`config.mk`:
```
export PLATFORM = sky130hd
export DESIGN_NAME = cmsdk_mcu_ahb_resp_mux
export DESIGN_NICKNAME = d
export VERILOG_FILES = /design/src/rtl/cmsdk_mcu_ahb_pkg.sv /design/src/rtl/cmsdk_mcu_ahb_default_slave.sv /design/src/rtl/cmsdk_mcu_ahb_resp_mux.sv
export SDC_FILE = /design/constraint.sdc
export NUM_CORES = 1
export LEC_CHECK = 0
export ABC_AREA = 1
export BUFFER_PORTS_ARGS = -buffer_cell sky130_fd_sc_hd__buf_2
export CORE_AREA = 2 2 170 172
export DETAILED_ROUTE_END_ITERATION = 10
export DIE_AREA = 0 0 172 174
export GPL_ROUTABILITY_DRIVEN = 0
export MAX_ROUTING_LAYER = met4
export PLACE_DENSITY = 0.47
export SYNTH_ARGS = -nofsm -noshare
export SYNTH_HDL_FRONTEND = slang
export SYNTH_SLANG_ARGS = --single-unit
```
`constraint.sdc`:
```
create_clock -name hclk -period 4.16 [get_ports hclk]
set_input_delay 0.624 -clock hclk [delete_from_list [all_inputs] [get_ports hclk]]
set_output_delay 0.624 -clock hclk [all_outputs]
set_load 0.02 [all_outputs]
```
`src/rtl/cmsdk_mcu_ahb_pkg.sv`:
```
// Shared definitions for the peripheral-region AHB response path.
//   - NUM_PORTS and the index of each decoded peripheral port
//   - default-slave FSM state encoding
//   - width of the default-slave error counter
package cmsdk_mcu_ahb_pkg;

  localparam int NUM_PORTS = 11;

  // Port indices, one 4 KB window each starting at 0x4000_0000.
  localparam int PORT_GPIO0     = 0;
  localparam int PORT_GPIO1     = 1;
  localparam int PORT_UART0     = 2;
  localparam int PORT_UART1     = 3;
  localparam int PORT_TIMER0    = 4;
  localparam int PORT_TIMER1    = 5;
  localparam int PORT_DUALTIMER = 6;
  localparam int PORT_WDOG      = 7;
  localparam int PORT_I2C       = 8;
  localparam int PORT_SPI       = 9;
  localparam int PORT_SG90      = 10;

  localparam int ERR_CNT_W = 8;

  typedef enum logic [1:0] {
    DS_IDLE = 2'd0,
    DS_ERR1 = 2'd1,
    DS_ERR2 = 2'd2
  } ds_state_t;

endpackage

```
`src/rtl/cmsdk_mcu_ahb_default_slave.sv`:
```
// Default slave for unmapped accesses inside the peripheral region.
// Answers each captured unmapped NONSEQ/SEQ transfer with the standard
// two-cycle AHB ERROR response and counts those responses (saturating).
//   hclk         in   AHB clock
//   hreset       in   synchronous active-high reset
//   def_capture  in   unmapped transfer accepted this cycle (address phase, hready=1)
//   ds_hreadyout out  ready while the default slave owns the data phase
//   ds_hresp     out  response while the default slave owns the data phase
//   err_cnt      out  saturating number of ERROR responses started
module cmsdk_mcu_ahb_default_slave
  import cmsdk_mcu_ahb_pkg::*;
#(
  parameter bit DEFAULT_ERR = 1'b1
) (
  input  logic                 hclk,
  input  logic                 hreset,
  input  logic                 def_capture,
  output logic                 ds_hreadyout,
  output logic                 ds_hresp,
  output logic [ERR_CNT_W-1:0] err_cnt
);

  ds_state_t state;
  ds_state_t state_nxt;
  logic      enter_err1;

  always_ff @(posedge hclk) begin
    if (hreset) begin
      state <= DS_IDLE;
    end else begin
      state <= state_nxt;
    end
  end

  // With DEFAULT_ERR=0 no transition ever leaves DS_IDLE, so the default
  // slave degenerates into a zero-wait OKAY responder.
  always_comb begin
    state_nxt    = state;
    ds_hreadyout = 1'b1;
    ds_hresp     = 1'b0;
    case (state)
      DS_IDLE: begin
        if (def_capture && DEFAULT_ERR) begin
          state_nxt = DS_ERR1;
        end
      end
      DS_ERR1: begin
        ds_hreadyout = 1'b0;
        ds_hresp     = 1'b1;
        state_nxt    = DS_ERR2;
      end
      DS_ERR2: begin
        ds_hreadyout = 1'b1;
        ds_hresp     = 1'b1;
        // The ERR2 cycle has hready=1, so a following unmapped access is
        // accepted here and chains straight into another ERROR.
        if (def_capture && DEFAULT_ERR) begin
          state_nxt = DS_ERR1;
        end else begin
          state_nxt = DS_IDLE;
        end
      end
      default: begin
        state_nxt = DS_IDLE;
      end
    endcase
  end

  assign enter_err1 = (state_nxt == DS_ERR1) && (state != DS_ERR1);

  always_ff @(posedge hclk) begin
    if (hreset) begin
      err_cnt <= '0;
    end else if (enter_err1 && (err_cnt != {ERR_CNT_W{1'b1}})) begin
      err_cnt <= err_cnt + ERR_CNT_W'(1);
    end
  end

endmodule

```
`src/rtl/cmsdk_mcu_ahb_resp_mux.sv`:
```
// AHB response multiplexer for the peripheral region (0x4000_0000..0x4000_AFFF).
// Registers the decoder's one-hot port select in the address phase and
// steers hreadyout/hresp/hrdata of the selected port back to the master in
// the data phase. Unmapped transfers go to an internal default slave.
//   hclk         in   AHB clock
//   hreset       in   synchronous active-high reset
//   hsel         in   peripheral-region select from the system decoder
//   htrans       in   AHB transfer type (bit1 = NONSEQ/SEQ)
//   hready       in   bus hready (this block's hreadyout fed back)
//   s_hsel       in   one-hot port selects, bit i = port i
//   s_hreadyout  in   per-port ready
//   s_hresp      in   per-port response (1 = ERROR)
//   s_hrdata     in   per-port read data, port i at [32*i+31:32*i]
//   hreadyout    out  muxed ready
//   hresp        out  muxed response
//   hrdata       out  muxed read data
//   err_cnt      out  saturating count of default-slave ERROR responses
module cmsdk_mcu_ahb_resp_mux #(
  parameter int                   NUM_PORTS   = cmsdk_mcu_ahb_pkg::NUM_PORTS,
  parameter logic [NUM_PORTS-1:0] PORT_EN     = {NUM_PORTS{1'b1}},
  parameter bit                   DEFAULT_ERR = 1'b1
) (
  input  logic                                    hclk,
  input  logic                                    hreset,
  input  logic                                    hsel,
  input  logic [1:0]                              htrans,
  input  logic                                    hready,
  input  logic [NUM_PORTS-1:0]                    s_hsel,
  input  logic [NUM_PORTS-1:0]                    s_hreadyout,
  input  logic [NUM_PORTS-1:0]                    s_hresp,
  input  logic [32*NUM_PORTS-1:0]                 s_hrdata,
  output logic                                    hreadyout,
  output logic                                    hresp,
  output logic [31:0]                             hrdata,
  output logic [cmsdk_mcu_ahb_pkg::ERR_CNT_W-1:0] err_cnt
);

  logic [NUM_PORTS-1:0] port_raw;
  logic [NUM_PORTS-1:0] port_hit;
  logic                 def_hit;
  logic [NUM_PORTS:0]   dsel_p1;
  logic                 ds_hreadyout;
  logic                 ds_hresp;
  logic                 unused_htrans0;

  // Keeps the lowest set bit so a malformed multi-hot select still yields a
  // single owner of the data phase.
  function automatic logic [NUM_PORTS-1:0] lowest_set(input logic [NUM_PORTS-1:0] v);
    logic [NUM_PORTS-1:0] r;
    r = '0;
    for (int i = NUM_PORTS - 1; i >= 0; i--) begin
      if (v[i]) begin
        r    = '0;
        r[i] = 1'b1;
      end
    end
    return r;
  endfunction

  // IDLE and BUSY are treated alike; only the active/inactive split matters.
  assign unused_htrans0 = htrans[0];

  // ---- address phase ----
  // Mapped ports are captured for any htrans so IDLE/BUSY still get their
  // zero-wait OKAY from the port itself; only active transfers to holes
  // reach the default slave.
  assign port_raw = s_hsel & PORT_EN & {NUM_PORTS{hsel}};
  assign port_hit = lowest_set(port_raw);
  assign def_hit  = hsel & htrans[1] & ~(|port_hit);

  always_ff @(posedge hclk) begin
    if (hreset) begin
      dsel_p1 <= '0;
    end else if (hready) begin
      dsel_p1 <= {def_hit, port_hit};
    end
  end

  cmsdk_mcu_ahb_default_slave #(
    .DEFAULT_ERR (DEFAULT_ERR)
  ) u_default_slave (
    .hclk         (hclk),
    .hreset       (hreset),
    .def_capture  (def_hit & hready),
    .ds_hreadyout (ds_hreadyout),
    .ds_hresp     (ds_hresp),
    .err_cnt      (err_cnt)
  );

  // ---- data phase ----
  // dsel_p1 is one-hot or zero, so at most one branch below fires.
  always_comb begin
    hreadyout = 1'b1;
    hresp     = 1'b0;
    hrdata    = '0;
    for (int i = 0; i < NUM_PORTS; i++) begin
      if (dsel_p1[i]) begin
        hreadyout = s_hreadyout[i];
        hresp     = s_hresp[i];
        hrdata    = s_hrdata[32*i +: 32];
      end
    end
    if (dsel_p1[NUM_PORTS]) begin
      hreadyout = ds_hreadyout;
      hresp     = ds_hresp;
    end
  end

endmodule

```
-- Word-level counts from Yosys, hierarchy flattened
Index checks and enable logic that the tools add are counted.
- bits in registers: 22
- latch bits: 0
- bits in writable memories: 0
- memory bits (read-only): 0
- bits of input ports: 391
- output and inout port bits: 42
- memories kept: 0
- add/sub/neg operators: 1
- multipliers: 0
- div/mod/pow operators: 0
- $lt $le $gt $ge: 0
- equal/unequal tests: 5
- shifts and indexed selects: 0
- mux-type cells: 51
- bitwise operators: 5
- reduce and logical (&&, ||, !) cells: 5
- operators with widths (cell ; number):
    $mux W32 ; 11
    $mux W11 ; 11
    $mux W1 ; 27
    $and A11 B11 Y11 ; 1
    $reduce_or A11 Y1 ; 1
    $add A8 B1 Y8 const B ; 1
    $ne A8 B8 Y1 const B ; 1
    $pmux W2 S3 ; 1
    $eq A2 B1 Y1 const B ; 2
    $and A1 B1 Y1 ; 3
    $eq A2 B2 Y1 const B ; 1
    $logic_and A1 B1 Y1 ; 2
    $logic_not A2 Y1 ; 1
    $mux W2 ; 1
    $ne A2 B1 Y1 const B ; 1
    $reduce_or A2 Y1 ; 1
    $not A1 Y1 ; 1

-- Longest topological paths before layout
- depth after elaboration: 21
- depth in mapped cells: 15

-- Hierarchy
From an unflattened synthesis, not the netlist that was laid out.
- cell total of the unflattened synthesis: 1111
- area, all modules: 5696.7 sq um
- modules (own cells, without submodules) (module ; instances ; cells an instance ; area each (sq um) ; sequential area each (sq um)):
    cmsdk_mcu_ahb_resp_mux ; 1 ; 1018 ; 5033.6 ; 240.2
    cmsdk_mcu_ahb_default_slave ; 1 ; 93 ; 663.1 ; 200.2

-- Worst setup path before layout
No wires, ideal clock.
- path kind: input-to-output
- start point: input s_hrdata[66]
- end point: output hrdata[2]
- data arrival time: 1.500 ns
- data required time: 3.536 ns
- slack: 2.036 ns
- stages on the path: 11
- buffers on the path: 0
- path through: or2_2 -> nand3_1 -> nand2_1 -> nand2_1 -> nand2_1 -> nand3_1 -> nand3_1 -> nand2_1 -> nand2_1 -> nand2_1 -> nand2_1
- cells in the longest elaborated chain, start to end: 9
- ends and longest elaborated chain (element ; RTL line ; RTL):
    from (decl) ; cmsdk_mcu_ahb_resp_mux.sv:31 ; input logic [32*NUM_PORTS-1:0] s_hrdata,
    $mux W32 (9 in a row) ; cmsdk_mcu_ahb_resp_mux.sv:97 ; if (dsel_p1[i]) begin
    to (decl) ; cmsdk_mcu_ahb_resp_mux.sv:34 ; output logic [31:0] hrdata,
No other way between the ends.

-- Final worst setup path
- start point: register dsel_p1[2]
- end point: output hrdata[2]
- cells in the longest elaborated chain, start to end: 9
- ends and longest elaborated chain (element ; RTL line ; RTL):
    from (decl) ; cmsdk_mcu_ahb_resp_mux.sv:41 ; logic [NUM_PORTS:0] dsel_p1;
    from (signal assigned) ; cmsdk_mcu_ahb_resp_mux.sv:75 ; dsel_p1 <= {def_hit, port_hit};
    $mux W32 (9 in a row) ; cmsdk_mcu_ahb_resp_mux.sv:97 ;
No other way between the ends.

==> reports/metrics.cfg <==
[setup_path]
cp-end-kind = output port
start_kind = register
crit_top_cell = nand2_1
path_buf_inv = 3
rr_worst_depth = 7
crit_family = simple AND/OR/NAND/NOR gates
r2r_slack_ps = 2250
critical_path_depth = 14
slowest_stage = or2_2
crit_path_max_incr_delay_ps = 360
path_cells = buf_4 > inv_2 > or2_2 > nand3_1 > nand2_1 > nand2_1 > nand2_1 > nand3_1 > nand3_1 > nand2_1 > nand2_1 > nand2_1 > nand2_1 > buf_2
crit_type = reg -> out
crit_required_ps = 3540
crit_fanout = 36
worst-endpoint-arrival_ps = 2670

[logic_synthesis]
synth_cell_types = 29
netlist_area_um2 = 5160
seq_area_frac_synth_pct = 8.54
async_flop_share_pct = 0
ys.flop_type = dfxtp_1
ys_warn_count = 0
synth_nets = 1495
postSynthAreaPerCell_um2 = 4.70
syn_inst = 1098
synth-edff-count = 0
synth_seq_cells = 22

[placement]
dp_slack_ps = 1140
portBuffers = 431
hpwl_um = 23500

[clock_network]
post_cts_resize_count = 0
cts_sinks = 22
cts_hold_buf = 0
cts-buffers-inserted = 3
clock_path_buffers = 2
ctsHtreeMaxLevel = 1
clock_latency_ps = 260
cts-root-buf = clkbuf_16
cts_setup_buffers = 0
cts.clk_slew.worst_paths_ps = 60
cts_tree = built

[power_and_ir_drop]
leakagePower_nw = 4.54
switchingPower_mw = 0.614
swShare_pct = 45.2
power_frac_clock_pct = 19.8
p_per_area_nw_per_um2 = 176
internal-power_mw = 0.744
seqPwrFrac_pct = 17.7
peakVddDrop_v = 0.000152
comb_power_share_pct = 62.6
finalPower_mw = 1.36

[sta]
setup_ws_ps = 864
finClkSkew_ps = 2.34
period_needed_ps = 3300
worst_pin_slew_ps = 1060
fin_setup_tns_ps = 0
setup-violations-final = 0
slew_headroom_pct = 28.8
timing.final.crit_share_pct = 79.2
rsz0062_at_grt = no
hold_viol_final = 0
maxSlewViolCount = 0
timing.fmax_mhz = 303
whs_ps = 508

[floorplan]
die_x_um = 172
row_count = 62
die_y_um = 174
io_pins = 433
initial_utilization_pct = 18.3
dieArea_um2 = 29900
fp.coreArea_um2 = 28200

[run]
cap_violations = 0

[outcome]
status = completed

[global_routing]
use_met2_pct = 34.9
use_met1_pct = 21.6
grt_pass1_vias = 7761
use_met3_pct = 1.64
grt_pass1_wl_um = 42100
grt-ovfl-total = 0
antenna_found_initial = 1
track_usage_pct = 18.4
grt_max_degree = 53
grt-busiest-layer = met2

[detailed_routing]
finalWirelength_um = 28600
first_pass_iters = 7
drc_errors = 0
wl_per_cell_um = 15.4
drtAntennaViolNets = 0
routed-via-count = 8051
viasPerCell = 4.34
drt_iter0_drc = 421

[final_layout]
syn2layout_area_growth_pct = 49.4
post-route-util_pct = 27.3
fillCellCount = 3496
nets = 1868
drive_gt1_share_pct = 32.8

[worst_hold_path]
holdCritPathClass = reg -> reg
holdPathStages = 2

==> worst min-delay path, delay by kind of cell, from the launching register on <==
| kind | cells | cell delay, ps |
|---|---|---|
| flops | 1 | 340 |
| simple gates | 1 | 70 |
| compound gates | 1 | 50 |
==> logic make-up after synthesis <==
kind of cell,synth area share (%)
flip-flops,8.54
adder cells (fa/ha/maj),1.46
AND/OR/NAND/NOR,60.2
buffers and inverters,12.7
AO/OA/AOI/OAI,16.1
XOR/XNOR,1.02
==> registers in the layout, summed over array words and instances, names as in the netlist <==
name and count:
u_default_slave.state 2, dsel_p1 12, u_default_slave.err_cnt 8
==> final timing paths <==
kind	startpoint	to
max	dsel_p1[2]	hrdata[2]
min	u_default_slave.err_cnt[5]	u_default_slave.err_cnt[5]
max reg2reg	u_default_slave.err_cnt[0]	u_default_slave.err_cnt[0]
min reg2reg	u_default_slave.err_cnt[5]	u_default_slave.err_cnt[5]
==> per-stage QoR <==
step / instances / instance area (um2)
floorplan: 1098 / 5160
global placement: 1850 / 7600
detailed placement: 1850 / 7600
CTS: 1854 / 7700
global route: 1855 / 7700
finish: 1855 / 7700
==> routing by layer <==
layer	wire, um	up-vias	part of all wire (%)
li1	-	4204	-
met2	14600	276	51
met4	280	0	0.98
met3	1720	20	6.0
met1	12000	3551	42
met5	0	-	0
==> placed cells by master (no fill, tap or decap) <==
cell type,Yosys,final
dfxtp_1,22,18
nor3_1,3,3
buf_4,0,15
or2_1,28,28
nand4_1,12,12
clkinv_1,3,3
nor2_2,2,2
a211oi_1,3,3
or2_2,8,8
nor2_1,86,86
dfxtp_2,0,4
ha_1,6,6
a21oi_1,155,155
inv_1,86,85
buf_2,12,431
bufinv_16,0,1
diode_2,0,1
nand3b_1,1,1
clkbuf_16,0,3
nor2_4,2,2
nand2_2,6,6
nand3_4,1,1
xnor2_1,2,2
xor2_1,4,4
o21ai_0,6,6
nand3_1,110,110
inv_2,2,3
nor3_2,2,2
nand2_1,465,465
nand2_4,4,4
nor4_1,1,1
==> power by group through the flow <==
stage	clock, mW	sequential, mW	combinational, mW
after floorplan	0	0.225	0.476
after global placement	0	0.244	0.860
after detailed placement	0	0.245	0.861
after CTS	0.276	0.240	0.866
after global routing	0.284	0.243	0.958
final	0.269	0.240	0.850
==> synthesized netlist by cell type, types with 8 or more instances <==
cell type / number / area share (%)
a21oi_1: 155 / 15
buf_2: 12 / 1.2
clkbuf_1: 63 / 4.6
dfxtp_1: 22 / 8.5
inv_1: 86 / 6.3
nand2_1: 465 / 34
nand3_1: 110 / 11
nand4_1: 12 / 1.5
nor2_1: 86 / 6.3
or2_1: 28 / 3.4
or2_2: 8 / 0.97
==> area by class of cell <==
type | instances | area, um2 | share of cell area, %
clock inverters | 1 | 30.0 | 0.390
clock buffers | 3 | 75.1 | 0.975
multi-input cells | 907 | 4060 | 52.7
well taps | 384 | 480 | 6.24
flip-flops and latches | 22 | 445 | 5.78
repair buffers | 446 | 2270 | 29.5
inverters | 91 | 342 | 4.43
diodes | 1 | 2.50 | 0.0325
Note: power is estimated with default switching activity, not from simulation.
